===== config.mk =====
export PLATFORM = sky130hd
export DESIGN_NAME = sha_pad_flat
export DESIGN_NICKNAME = d
export VERILOG_FILES = /design/src/rtl/sha_pad_pkg.sv /design/src/rtl/sha_pad_if.sv /design/src/rtl/sha_pad.sv /design/src/flat_wrapper.sv
export SDC_FILE = /design/constraint.sdc
export NUM_CORES = 1
export LEC_CHECK = 0
export BUFFER_PORTS_ARGS = -buffer_cell sky130_fd_sc_hd__buf_2
export CORE_MARGIN = 2
export CORE_UTILIZATION = 40
export CTS_BUF_LIST = sky130_fd_sc_hd__clkbuf_2
export CTS_CLUSTER_DIAMETER = 200
export DETAILED_ROUTE_END_ITERATION = 12
export PLACE_DENSITY = 0.73
export REMOVE_ABC_BUFFERS = 1
export SKIP_CTS_REPAIR_TIMING = 1
export SLEW_MARGIN = 15
export SYNTH_ARGS = -nofsm -noshare
export SYNTH_HDL_FRONTEND = slang
export SYNTH_SLANG_ARGS = --single-unit

===== constraint.sdc =====
create_clock -name clk -period 3.9 [get_ports clk]
set_input_delay 0.78 -clock clk [delete_from_list [all_inputs] [get_ports clk]]
set_output_delay 0.78 -clock clk [all_outputs]
set_load 0.01 [all_outputs]

===== src/rtl/sha_pad_pkg.sv =====
`default_nettype none
// ============================================================================
// Module   : sha_const (package)
// Purpose  : Shared constants, state encoding and register layout for the
//            SHA message padder (sha_pad) and its bus interface.
// Contents : ND  - bytes per compression block
//            NL  - bytes of big-endian bit length at the end of the last block
//            S_* - FSM state encoding
//            pad_reg_t - the single registered state struct of sha_pad
//            len_byte  - selects one byte of the big-endian bit length
// Config   : none (SHA_PAD_ABORT_EN is consumed by sha_pad only)
// Revision : 1.0 - initial release
// ============================================================================
package sha_const;

  localparam int ND = 64;
  localparam int NL = 8;
  localparam int CW = $clog2(ND);
  localparam int LW = $clog2(NL);

  localparam logic [CW-1:0] CNT_LAST  = CW'(ND - 1);
  localparam logic [CW-1:0] LEN_START = CW'(ND - NL);

  localparam logic [2:0] S_IDLE  = 3'd0;
  localparam logic [2:0] S_FILL  = 3'd1;
  localparam logic [2:0] S_PAD   = 3'd2;
  localparam logic [2:0] S_LEN   = 3'd3;
  localparam logic [2:0] S_ISSUE = 3'd4;
  localparam logic [2:0] S_WAIT  = 3'd5;

  // Byte i of the block is element [i]; byte 0 is the first message byte.
  typedef logic [ND-1:0][7:0] block_t;

  typedef struct packed {
    logic [2:0]    state;
    logic [CW-1:0] cnt;    // next byte position in the block
    logic [63:0]   len;    // message length in bytes, wraps mod 2^64
    logic          first;  // current block is the first of the message
    logic          tail;   // 0x80 terminator already written
    logic          done;   // length field written, message complete
    logic          last;   // final input beat seen, only padding remains
    logic          enable;
    logic          func;
    block_t        blk;
  } pad_reg_t;

  // Length field occupies the last NL bytes. Because ND-NL is a multiple of
  // NL, the low LW bits of cnt directly index the length byte (0 = MSB).
  function automatic logic [7:0] len_byte(input logic [63:0] len,
                                          input logic [CW-1:0] cnt);
    logic [LW-1:0] k;
    logic [63:0]   v;
    k = cnt[LW-1:0];
    v = {len[60:0], 3'b000} >> {LW'(NL - 1) - k, 3'b000};
    return v[7:0];
  endfunction

endpackage
`default_nettype wire


===== src/rtl/sha_pad_if.sv =====
`default_nettype none
// ============================================================================
// Module   : sha_pad_if (interface)
// Purpose  : Groups the byte-stream input and the block output of sha_pad.
// Signals  : In_Data[7:0], In_Valid, In_Keep, In_Last -> padder (stream in)
//            In_Ready                                 <- padder
//            Data_Block[ND][8], Enable, Function, Busy <- padder (to core)
//            Ready                                    -> padder (from core)
// Modports : slave  - the padder side
//            master - the producer/core side
// Revision : 1.0 - initial release
// ============================================================================
interface sha_pad_if;
  import sha_const::*;

  logic [7:0] In_Data;
  logic       In_Valid;
  logic       In_Keep;
  logic       In_Last;
  logic       In_Ready;
  block_t     Data_Block;
  logic       Enable;
  logic       Function;
  logic       Ready;
  logic       Busy;

  modport slave (
    input  In_Data, In_Valid, In_Keep, In_Last, Ready,
    output In_Ready, Data_Block, Enable, Function, Busy
  );

  modport master (
    output In_Data, In_Valid, In_Keep, In_Last, Ready,
    input  In_Ready, Data_Block, Enable, Function, Busy
  );

endinterface
`default_nettype wire


===== src/rtl/sha_pad.sv =====
`default_nettype none
// ============================================================================
// Module   : sha_pad
// Purpose  : Message padder for a SHA-style hash core. Collects message
//            bytes into ND-byte blocks, appends 0x80, zero fill and the
//            NL-byte big-endian bit length, and hands each block to the core
//            with a one-cycle Enable pulse, waiting for Ready between blocks.
// Ports    : clk   - clock, rising edge
//            rst   - asynchronous active-low reset
//            Abort - (SHA_PAD_ABORT_EN only) drop the current message
//            bus   - sha_pad_if.slave (stream in, block out, core handshake)
// Config   : `define SHA_PAD_ABORT_EN adds the Abort input.
// Revision : 1.0 - initial release
// ============================================================================
module sha_pad
  import sha_const::*;
(
  input  logic        clk,
  input  logic        rst,
`ifdef SHA_PAD_ABORT_EN
  input  logic        Abort,
`endif
  sha_pad_if.slave    bus
);

  pad_reg_t pad_q;
  pad_reg_t pad_d;
  logic     abort_w;
  logic     in_rdy_w;
  logic     accept_w;

`ifdef SHA_PAD_ABORT_EN
  assign abort_w = Abort;
`else
  assign abort_w = 1'b0;
`endif

  // Abort wins over a simultaneous beat, so it also withholds In_Ready.
  assign in_rdy_w = ((pad_q.state == S_IDLE) || (pad_q.state == S_FILL)) && !abort_w;
  assign accept_w = bus.In_Valid && in_rdy_w;

  always_comb begin
    pad_d        = pad_q;
    pad_d.enable = 1'b0;

    case (pad_q.state)
      S_IDLE, S_FILL: begin
        if (accept_w) begin
          if (bus.In_Keep) begin
            pad_d.blk[pad_q.cnt] = bus.In_Data;
            pad_d.cnt            = pad_q.cnt + CW'(1);
            pad_d.len            = pad_q.len + 64'd1;
            pad_d.state          = S_FILL;
            if (pad_q.state == S_IDLE) pad_d.first = 1'b1;
            if (bus.In_Last) begin
              pad_d.last  = 1'b1;
              // A byte landing in the final slot fills the block; padding
              // resumes in a fresh block after the core takes this one.
              pad_d.state = (pad_q.cnt == CNT_LAST) ? S_ISSUE : S_PAD;
            end else if (pad_q.cnt == CNT_LAST) begin
              pad_d.state = S_ISSUE;
            end
          end else if (bus.In_Last) begin
            // Empty terminating beat: nothing to store, start padding.
            if (pad_q.state == S_IDLE) pad_d.first = 1'b1;
            pad_d.last  = 1'b1;
            pad_d.state = S_PAD;
          end
          // Keep=0 without Last is discarded.
        end
      end

      S_PAD: begin
        pad_d.blk[pad_q.cnt] = pad_q.tail ? 8'h00 : 8'h80;
        pad_d.tail           = 1'b1;
        pad_d.cnt            = pad_q.cnt + CW'(1);
        if (pad_q.cnt == CNT_LAST) begin
          pad_d.state = S_ISSUE;          // no room for length: extra block
        end else if (pad_d.cnt == LEN_START) begin
          pad_d.state = S_LEN;            // tail is always set by this write
        end
      end

      S_LEN: begin
        pad_d.blk[pad_q.cnt] = len_byte(pad_q.len, pad_q.cnt);
        pad_d.cnt            = pad_q.cnt + CW'(1);
        if (pad_q.cnt == CNT_LAST) begin
          pad_d.done  = 1'b1;
          pad_d.state = S_ISSUE;
        end
      end

      S_ISSUE: begin
        pad_d.state = S_WAIT;
      end

      S_WAIT: begin
        if (bus.Ready) begin
          pad_d.cnt   = '0;
          pad_d.first = 1'b0;
          if (pad_q.done) begin
            pad_d.state = S_IDLE;
            pad_d.len   = '0;
            pad_d.done  = 1'b0;
            pad_d.tail  = 1'b0;
            pad_d.last  = 1'b0;
          end else if (pad_q.last) begin
            pad_d.state = S_PAD;
          end else begin
            pad_d.state = S_FILL;
          end
        end
      end

      default: begin
        pad_d.state = S_IDLE;
      end
    endcase

    // Enable and Function are registered so the pulse coincides with the
    // ISSUE cycle and Data_Block is already final.
    if ((pad_d.state == S_ISSUE) && (pad_q.state != S_ISSUE)) begin
      pad_d.enable = 1'b1;
      pad_d.func   = ~pad_d.first;
    end

    if (abort_w) begin
      pad_d.state  = S_IDLE;
      pad_d.cnt    = '0;
      pad_d.len    = '0;
      pad_d.first  = 1'b0;
      pad_d.tail   = 1'b0;
      pad_d.done   = 1'b0;
      pad_d.last   = 1'b0;
      pad_d.enable = 1'b0;
      pad_d.func   = pad_q.func;
      pad_d.blk    = pad_q.blk;
    end
  end

  always_ff @(posedge clk or negedge rst) begin
    if (!rst) begin
      pad_q <= '0;
    end else begin
      pad_q <= pad_d;
    end
  end

  assign bus.In_Ready   = in_rdy_w;
  assign bus.Data_Block = pad_q.blk;
  assign bus.Enable     = pad_q.enable;
  assign bus.Function   = pad_q.func;
  assign bus.Busy       = (pad_q.state != S_IDLE);

endmodule
`default_nettype wire


===== src/flat_wrapper.sv =====
// flat-port wrapper written by rule: the top's interface ports become plain ports
module sha_pad_flat import sha_const::*;
  (clk, rst, bus_In_Data, bus_In_Valid, bus_In_Keep, bus_In_Last, bus_Ready, bus_In_Ready, bus_Data_Block, bus_Enable, bus_Function, bus_Busy);
  sha_pad_if bus_i ();
  input  logic clk;
  input  logic rst;
  input wire logic [$bits(bus_i.In_Data)-1:0] bus_In_Data;
  input wire logic [$bits(bus_i.In_Valid)-1:0] bus_In_Valid;
  input wire logic [$bits(bus_i.In_Keep)-1:0] bus_In_Keep;
  input wire logic [$bits(bus_i.In_Last)-1:0] bus_In_Last;
  input wire logic [$bits(bus_i.Ready)-1:0] bus_Ready;
  output wire logic [$bits(bus_i.In_Ready)-1:0] bus_In_Ready;
  output wire logic [$bits(bus_i.Data_Block)-1:0] bus_Data_Block;
  output wire logic [$bits(bus_i.Enable)-1:0] bus_Enable;
  output wire logic [$bits(bus_i.Function)-1:0] bus_Function;
  output wire logic [$bits(bus_i.Busy)-1:0] bus_Busy;
  assign bus_i.In_Data = bus_In_Data;
  assign bus_i.In_Valid = bus_In_Valid;
  assign bus_i.In_Keep = bus_In_Keep;
  assign bus_i.In_Last = bus_In_Last;
  assign bus_i.Ready = bus_Ready;
  assign bus_In_Ready = bus_i.In_Ready;
  assign bus_Data_Block = bus_i.Data_Block;
  assign bus_Enable = bus_i.Enable;
  assign bus_Function = bus_i.Function;
  assign bus_Busy = bus_i.Busy;
  sha_pad u_core (.clk(clk), .rst(rst), .bus(bus_i));
endmodule

==> results.toml <==
[logic_synthesis]
synth.cell_area_sq_um = 28100
ys_seq_area_share_pct = 52.4
netlist_instances = 2567
async_reset_ff_share_pct = 100
synth_ff_type = "dfrtp_1"
yosys_warnings = 0
synth_edf_count = 0
ys_types = 73
ys_ff_latch = 588
syn_avg_cell_area_sq_um = 10.9

[route]
via_per_inst = 5.00
wl_um = 77600
drt_iter0_drc = 1299
drc_errors = 0
ant_nets = 0
route.vias.total = 18546
post_drt_wl_per_cell_um = 20.9
first_pass_iters = 8

[floorplanning]
die_area_sq_um = 72300
rows = 97
die_x_um = 269
dieHeight_um = 269
coreArea_sq_um = 69800
start_util_pct = 40.2
ioPinCount = 530

[clocking]
cts_buffer_depth = 3
htree_num_levels = 4
cts-root-buf = "clkbuf_2"
cts_tree = "done"
cts.clk_slew.worst_paths_ns = 0.10
clock-sinks = 588
clock_latency_ns = 1.31
cts_buffers = 151

[min_path]
min_path_type = "input port to async pin"

[sta]
tns_ns = 0
relSlewSlack_pct = 26.7
setup_violations = 0
fin_crit_sh_pct = 82.7
worst_pin_slew_ns = 1.09
finalClockSkew_ns = 0.0779
rsz0062_at_grt = "no"
setup_ws_ns = 0.675
fmax_mhz = 310
report.final.hold_viol_count = 0
min_period_ns = 3.22
drv_slew = 0

[critical_path]
end_kind = "primary output"
max_stage_delay_ns = 0.40
worstPathRequired_ns = 3.12
critical_path_class = "flop to primary output"
crit_fanout = 29
slowest_stage = "or3_1"
start_kind = "flop"
crit_arrival_ns = 2.44
crit_chain = "buf_4 -> or3_1 -> buf_2"

[layout]
drive_gt1_share_pct = 42.5
fin_nets = 2670
final_cells = 3710
mostFrequentLayoutCell = "dfrtp_1"
mostFrequentLayoutCells = "587 x dfrtp_1, 528 x buf_2, 316 x nand2_1, 297 x mux2_2, 257 x o21ai_0"
area_growth_pct = 4.76

[global_route]
grt.overflow.total = 0
antenna_found_initial = 5
grt_pass1_vias = 18045
grt_first_pass_wirelength_um = 113000
grt_max_degree = 89
grt.total_usage_pct = 21.0

[pwr]
power_density_nw_per_um2 = 609
p_leak_uw = 0.0155
ir_drop_mv = 0.283

[placement]
hpwl_um = 53800
dp_cells = 3433
port_buffers = 529
gp_congestion = 0.916
place_ws_ns = 0.574

[flow_run]
maxCapViolations = 0

[run_status]
outcome = "finished, final reports clean"
-- path summary, 6_finish.rpt --
check / from / to / slack (ns) / cells after the start
worst max-delay path: u_core.pad_q[590]$_DFF_PN0_ / bus_Busy / 0.68 / 3
worst min-delay path: rst / async pin / 0.13 / 2
worst max register to register: u_core.pad_q[584]$_DFFE_PN0P_ / flop / 0.77 / 7
worst min register to register: flop / flop / 0.48 / 2
max in group asynchronous: rst / async pin / 2.65 / 4
min in group clk: bus_In_Data[7] / flop / 0.21 / 4
-- final cells by class --
type	count	area (sq um)
Antenna cell	7	17.5
Clock buffer	224	1120
Clock inverter	38	278
Fill cell	6641	40400
Inverter	12	45.0
Multi-Input combinational cell	1307	8760
Sequential cell	588	14700
Tap cell	940	1180
Timing Repair Buffer	594	3280
-- metrics by stage --
stage / hold slack [ns] / power, uW / instance area (sq um) / util (%)
after global routing: 0.0221 / 19000 / 29400 / 42.1
after detailed placement: 0.465 / 13800 / 27900 / 39.9
final: 0.125 / 17900 / 29400 / 42.1
after global placement: 0.456 / 13600 / 27900 / 39.9
after floorplan: 0.446 / 10700 / 23500 / -
after CTS: -0.608 / 18100 / 29300 / 42.0
-- where the power goes --
part	leakage, uW	internal [uW]	switching [uW]
Clock	0.00106	1710	2580
Combinational	0.00637	2040	3430
Sequential	0.00808	7350	784
-- metal layers --
metal | vias up | routed length [um] | part of all wire, % | GRT usage, %
met2 | 735 | 37100 | 48 | 33.8
met4 | 2 | 2520 | 3.2 | 8.69
li1 | 8490 | - | - | -
met1 | 9182 | 32300 | 42 | 26.8
met5 | - | 11 | 0.014 | 0
met3 | 137 | 5750 | 7.4 | 5.73
-- Yosys cell counts, types with 17 or more instances --
cell type | number | area share, %
dfrtp_1 | 588 | 52
buf_4 | 519 | 14
nand2_1 | 317 | 4.2
mux2_2 | 297 | 12
o21ai_0 | 257 | 4.6
clkbuf_1 | 76 | 1.0
nor2_1 | 66 | 0.88
a21oi_1 | 49 | 0.87
buf_2 | 47 | 0.84
nand3_1 | 44 | 0.78
or3_1 | 30 | 0.67
nand4_1 | 24 | 0.54
o31ai_1 | 23 | 0.62
or4_1 | 17 | 0.45
-- critical path: cells and delay by family, from the launching register on --
kind                   cells  cell delay [ns]
flip-flops                 1             0.38
AND/OR/NAND/NOR            1             0.40
buffers and inverters      2             0.40
-- logic make-up after synthesis --
family                   Yosys count  share of synthesized area [%]
buffers and inverters            672                           16.6
AND/OR/NAND/NOR                  596                           10.4
flip-flops                       588                           52.4
AO/OA/AOI/OAI                    387                           7.79
multiplexers                     308                           12.3
XOR/XNOR                          14                          0.437
adder cells (fa/ha/maj)            2                         0.0892
No activity file was read; power rests on OpenSTA's default activity.
